**config.mk**
```make
export PLATFORM = sky130hd
export DESIGN_NAME = game_display_sequencer
export DESIGN_NICKNAME = d
export VERILOG_FILES = /design/src/rtl/game_display_sequencer.sv
export SDC_FILE = /design/constraint.sdc
export NUM_CORES = 1
export LEC_CHECK = 0
export ABC_AREA = 0
export CORE_MARGIN = 5
export CORE_UTILIZATION = 35
export DETAILED_ROUTE_END_ITERATION = 10
export PLACE_DENSITY_LB_ADDON = 0.2
export SLEW_MARGIN = 5
export SYNTH_ARGS = -nofsm -noshare
export SYNTH_HDL_FRONTEND = slang
export SYNTH_SLANG_ARGS = --single-unit
```
**constraint.sdc**
```tcl
create_clock -name clk -period 3.3 [get_ports clk]
set_input_delay 0.825 -clock clk [delete_from_list [all_inputs] [get_ports clk]]
set_output_delay 0.825 -clock clk [all_outputs]
set_load 0.01 [all_outputs]
```
**src/rtl/game_display_sequencer.sv**
```systemverilog
// Game display sequencer: IDLE -> PLAY -> PASS/FAIL -> IDLE round controller.
// Tick-based dwell timing, blinking FAIL display and a saturating pass streak.
module game_display_sequencer #(
  parameter int TICK_DIV    = 1000,
  parameter int PLAY_TICKS  = 50,
  parameter int SHOW_TICKS  = 20,
  parameter int BLINK_TICKS = 5
) (
  input  logic       clk,
  input  logic       rst,
  input  logic       start,
  input  logic       result_valid,
  input  logic       result_pass,
  output logic       result_ready,
  output logic [1:0] display,
  output logic       blank,
  output logic [3:0] streak,
  output logic       busy
);

  localparam int PW   = (TICK_DIV > 1) ? $clog2(TICK_DIV) : 1;
  localparam int TMAX = (PLAY_TICKS > SHOW_TICKS) ? PLAY_TICKS : SHOW_TICKS;
  localparam int TW   = $clog2(TMAX + 1);
  localparam int BW   = $clog2(BLINK_TICKS + 1);

  // Encodings match the display codes so display is a direct state decode.
  typedef enum logic [1:0] {
    IDLE = 2'd0,
    PLAY = 2'd1,
    PASS = 2'd2,
    FAIL = 2'd3
  } state_t;

  state_t        state;
  state_t        state_nxt;
  logic [PW-1:0] presc;
  logic [TW-1:0] tcnt;
  logic [BW-1:0] bcnt;
  logic          tick;
  logic          play_done;
  logic          show_done;
  logic          blink_done;
  logic          change;

  // Terminal-count decodes for the prescaler, tick counter and blink counter.
  always_comb begin
    tick       = (presc == PW'(TICK_DIV - 1));
    play_done  = tick && (tcnt == TW'(PLAY_TICKS - 1));
    show_done  = tick && (tcnt == TW'(SHOW_TICKS - 1));
    blink_done = tick && (bcnt == BW'(BLINK_TICKS - 1));
    change     = (state_nxt != state);
  end

  // State register.
  always_ff @(posedge clk) begin
    if (rst) state <= IDLE;
    else     state <= state_nxt;
  end

  // Next-state logic; a result offered in PLAY takes priority over timeout.
  always_comb begin
    state_nxt = state;
    case (state)
      IDLE: if (start) state_nxt = PLAY;
      PLAY: begin
        if (result_valid)   state_nxt = result_pass ? PASS : FAIL;
        else if (play_done) state_nxt = FAIL;
      end
      PASS: if (show_done) state_nxt = IDLE;
      FAIL: if (show_done) state_nxt = IDLE;
      default: state_nxt = IDLE;
    endcase
  end

  // Moore outputs decoded from the state register.
  always_comb begin
    display      = state;
    busy         = (state != IDLE);
    result_ready = (state == PLAY);
  end

  // Prescaler, tick counter and blink counter; all restart on any transition.
  always_ff @(posedge clk) begin
    if (rst || change) begin
      presc <= '0;
      tcnt  <= '0;
      bcnt  <= '0;
    end else begin
      presc <= tick ? '0 : presc + 1'b1;
      if (tick && (state != IDLE)) tcnt <= tcnt + 1'b1;
      if (tick && (state == FAIL)) bcnt <= blink_done ? '0 : bcnt + 1'b1;
    end
  end

  // Blank flag: low on every entry, toggles every BLINK_TICKS ticks in FAIL.
  always_ff @(posedge clk) begin
    if (rst || change)                    blank <= 1'b0;
    else if ((state == FAIL) && blink_done) blank <= ~blank;
  end

  // Pass streak: saturating increment on PLAY->PASS, clear on PLAY->FAIL.
  always_ff @(posedge clk) begin
    if (rst) begin
      streak <= '0;
    end else if (state == PLAY) begin
      if (state_nxt == PASS) begin
        if (streak != 4'hF) streak <= streak + 1'b1;
      end else if (state_nxt == FAIL) begin
        streak <= '0;
      end
    end
  end

endmodule

```
==> impl_metrics.env <==
export IMPL_drv_slew=0
export IMPL_ys_flop_type="dfxtp_1"
export IMPL_synth_fp_nets=173
export IMPL_seq_area_frac_synth_pct=37.6
export IMPL_worst_slew_pin_transition_ns=1.06
export IMPL_cts_setup_buffers=0
export IMPL_antenna_found_initial=0
export IMPL_start_kind="flop"
export IMPL_root_buffer="clkbuf_8"
export IMPL_drtPass1Iterations=4
export IMPL_ys_warnings_count=0
export IMPL_ioPinCount=14
export IMPL_path_cells="nand2b_1 -> inv_1 -> clkdlybuf4s50_1"
export IMPL_syn_inst=162
export IMPL_min_to="presc[0]"
export IMPL_ys_ff_latch=26
export IMPL_vias=1182
export IMPL_syn_area_per_cell_um2=8.55
export IMPL_fin_util_pct=42.6
export IMPL_p_per_area_nw_per_um2=409
export IMPL_hold_viol_final=0
export IMPL_nFillCells=380
export IMPL_synth_edff_count=0
export IMPL_grt_ovfl_total=0
export IMPL_required_ns=2.47
export IMPL_netlist_area_um2=1390
export IMPL_drive_above_1_share_pct=7.06
export IMPL_leakage_nw=0.489
export IMPL_layout_common_cells="26 x dfxtp_1, 19 x nor3_1, 13 x clkdlybuf4s50_1, 11 x nand2_1, 11 x xnor2_1"
export IMPL_drc=0
export IMPL_endpoint_kind="output pin"
export IMPL_clk_path_buf_depth=2
export IMPL_ir_drop_mv=0.317
export IMPL_ant_nets=0
export IMPL_numClockSinks=26
export IMPL_die_area_um2=5320
export IMPL_grt_pass1_vias=1139
export IMPL_dpl_hpwl_um=2070
export IMPL_gp_congestion=0.839
export IMPL_cts_reportedPaths_clkPinSlew_ns=0.09
export IMPL_portBuffers=13
export IMPL_viasPerCell=5.42
export IMPL_slowest_stage="dfxtp_1"
export IMPL_finalCritPeriodShare_pct=76.9
export IMPL_hp_start="presc[0]"
export IMPL_synth_cell_type_count=43
export IMPL_diodes=0
export IMPL_status="complete, no violations"
export IMPL_final_nets=182
export IMPL_crit_fanout=11
export IMPL_r2r_cells=4
export IMPL_ctsHoldBuffers=0
export IMPL_critPathMaxStageDelay_ns=0.56
export IMPL_setup_violations=0
export IMPL_maxCapViolCount=0
export IMPL_cts_resized=0
export IMPL_drt_wl_total_um=2900
export IMPL_syn_to_final_growth_pct=15.3
export IMPL_hold_class="reg -> reg"
export IMPL_r2r_setup_slack_ns=0.87
export IMPL_layout_commonest_cell="dfxtp_1"
export IMPL_cts_tree="yes"
export IMPL_finClkSkew_ns=0.00152
export IMPL_grt_use_total_pct=11.8
export IMPL_cts_max_level=1
export IMPL_rsz0062_at_grt="no"
export IMPL_dieHeight_um=72.9
export IMPL_slew_headroom_pct=28.7
export IMPL_numCtsBuffers=3
export IMPL_drtIter0Drc=81
export IMPL_coreArea_um2=3740
export IMPL_timing_setup_tns_ns=0
export IMPL_r2r_start="presc[3]"
export IMPL_placementRows=22
export IMPL_wl_per_cell_um=13.3
export IMPL_die_x_um=72.9
export IMPL_reg2reg_to="tcnt[1]"
export IMPL_fin_crit_ns=2.54
export IMPL_fmax_mhz=394
export IMPL_arrival_ns=1.71
export IMPL_insertion_delay_ns=0.27
export IMPL_ys_async_sr_fraction_pct=0
export IMPL_hold_path_depth=1
export IMPL_crit_type="reg -> out"
export IMPL_grt_max_degree=24
export IMPL_grt_pass1_wl_um=4970
export IMPL_initial_core_util_pct=37.0
critical path: cells and delay by family, from the launching register on:
kind	cells	cell delay [ns]
and+or+nand+nor	1	0.34
buffers and inverters	2	0.55
DFF	1	0.56
logic make-up after synthesis:
group	share of synthesized area [%]
xor gates and xnor gates	8.22
muxes	1.45
and+or+nand+nor	27.1
AOI/OAI and AO/OA	14.5
DFF	37.6
adders and majority gates	5.42
buffers and inverters	5.78
Yosys cell counts, types with 2 or more instances:
master    instances  area [µm²]
a211oi_1          2        15.0
a21oi_1           8        40.0
buf_4             2        15.0
clkbuf_1          5        18.8
dfxtp_1          26         521
ha_1              6        75.1
inv_1             8        30.0
mux2i_1           2        20.0
nand2_1          11        41.3
nand2b_1          2        12.5
nand3_1          10        50.1
nand4_1           4        25.0
nor2_1            8        30.0
nor3_1           19        95.1
nor4_1            6        37.5
o21ai_0           4        20.0
or2_2             2        12.5
xnor2_1          11        96.3
xor2_1            2        17.5
sequential cells by signal, summed over array words and instances (netlist names):
signal,count
bcnt,3
blank,1
display,2
presc,10
streak,4
tcnt,6
per-layer routing:
layer  share of wire [%]  vias to the layer above  GRT usage (%)  wire [µm]
met5                   0                        -              0          0
met4                 1.5                        0           4.71         44
met3                 5.4                        4           3.72        157
met2                  46                       27           19.4       1340
met1                  47                      547           14.2       1370
li1                    -                      604              -          -
per-stage QoR:
| step | setup WS, ns | hold slack [ns] | std cells | power (W) | area [µm²] |
|---|---|---|---|---|---|
| final | 0.762 | 0.469 | 218 | 0.000653 | 1600 |
| after global routing | 0.607 | 0.505 | 218 | 0.000683 | 1600 |
| after CTS | 0.740 | 0.472 | 218 | 0.000663 | 1600 |
| after detailed placement | 0.824 | 0.459 | 214 | 0.000400 | 1530 |
| after global placement | 0.938 | 0.445 | 214 | 0.000399 | 1530 |
| after floorplan | 1.34 | 0.431 | 162 | 0.000376 | 1390 |
power by group:
part | internal [W] | total (W) | switching [W]
Clock | 0.000162 | 0.000261 | 0.0000986
Combinational | 0.0000263 | 0.0000618 | 0.0000355
Sequential | 0.000320 | 0.000330 | 0.0000104
layout make-up:
type	count	area, µm²	area share (%)
Clock inverter	1	30.0	1.88
Timing Repair Buffer	13	130	8.15
Inverter	8	30.0	1.88
Sequential cell	26	520	32.6
Clock buffer	3	41.3	2.59
Multi-Input combinational cell	119	785	49.1
Tap cell	48	60.1	3.76
worst max-delay path by stage:
stage | from | end
2_1_floorplan | presc[3] | presc[0]
3_3_place_gp | rst | tcnt[1]
3_5_place_dp | rst | tcnt[1]
4_1_cts | display[0] | result_ready
5_1_grt | display[0] | result_ready
6_report | display[1] | result_ready
(Power assumes the default switching activity.)
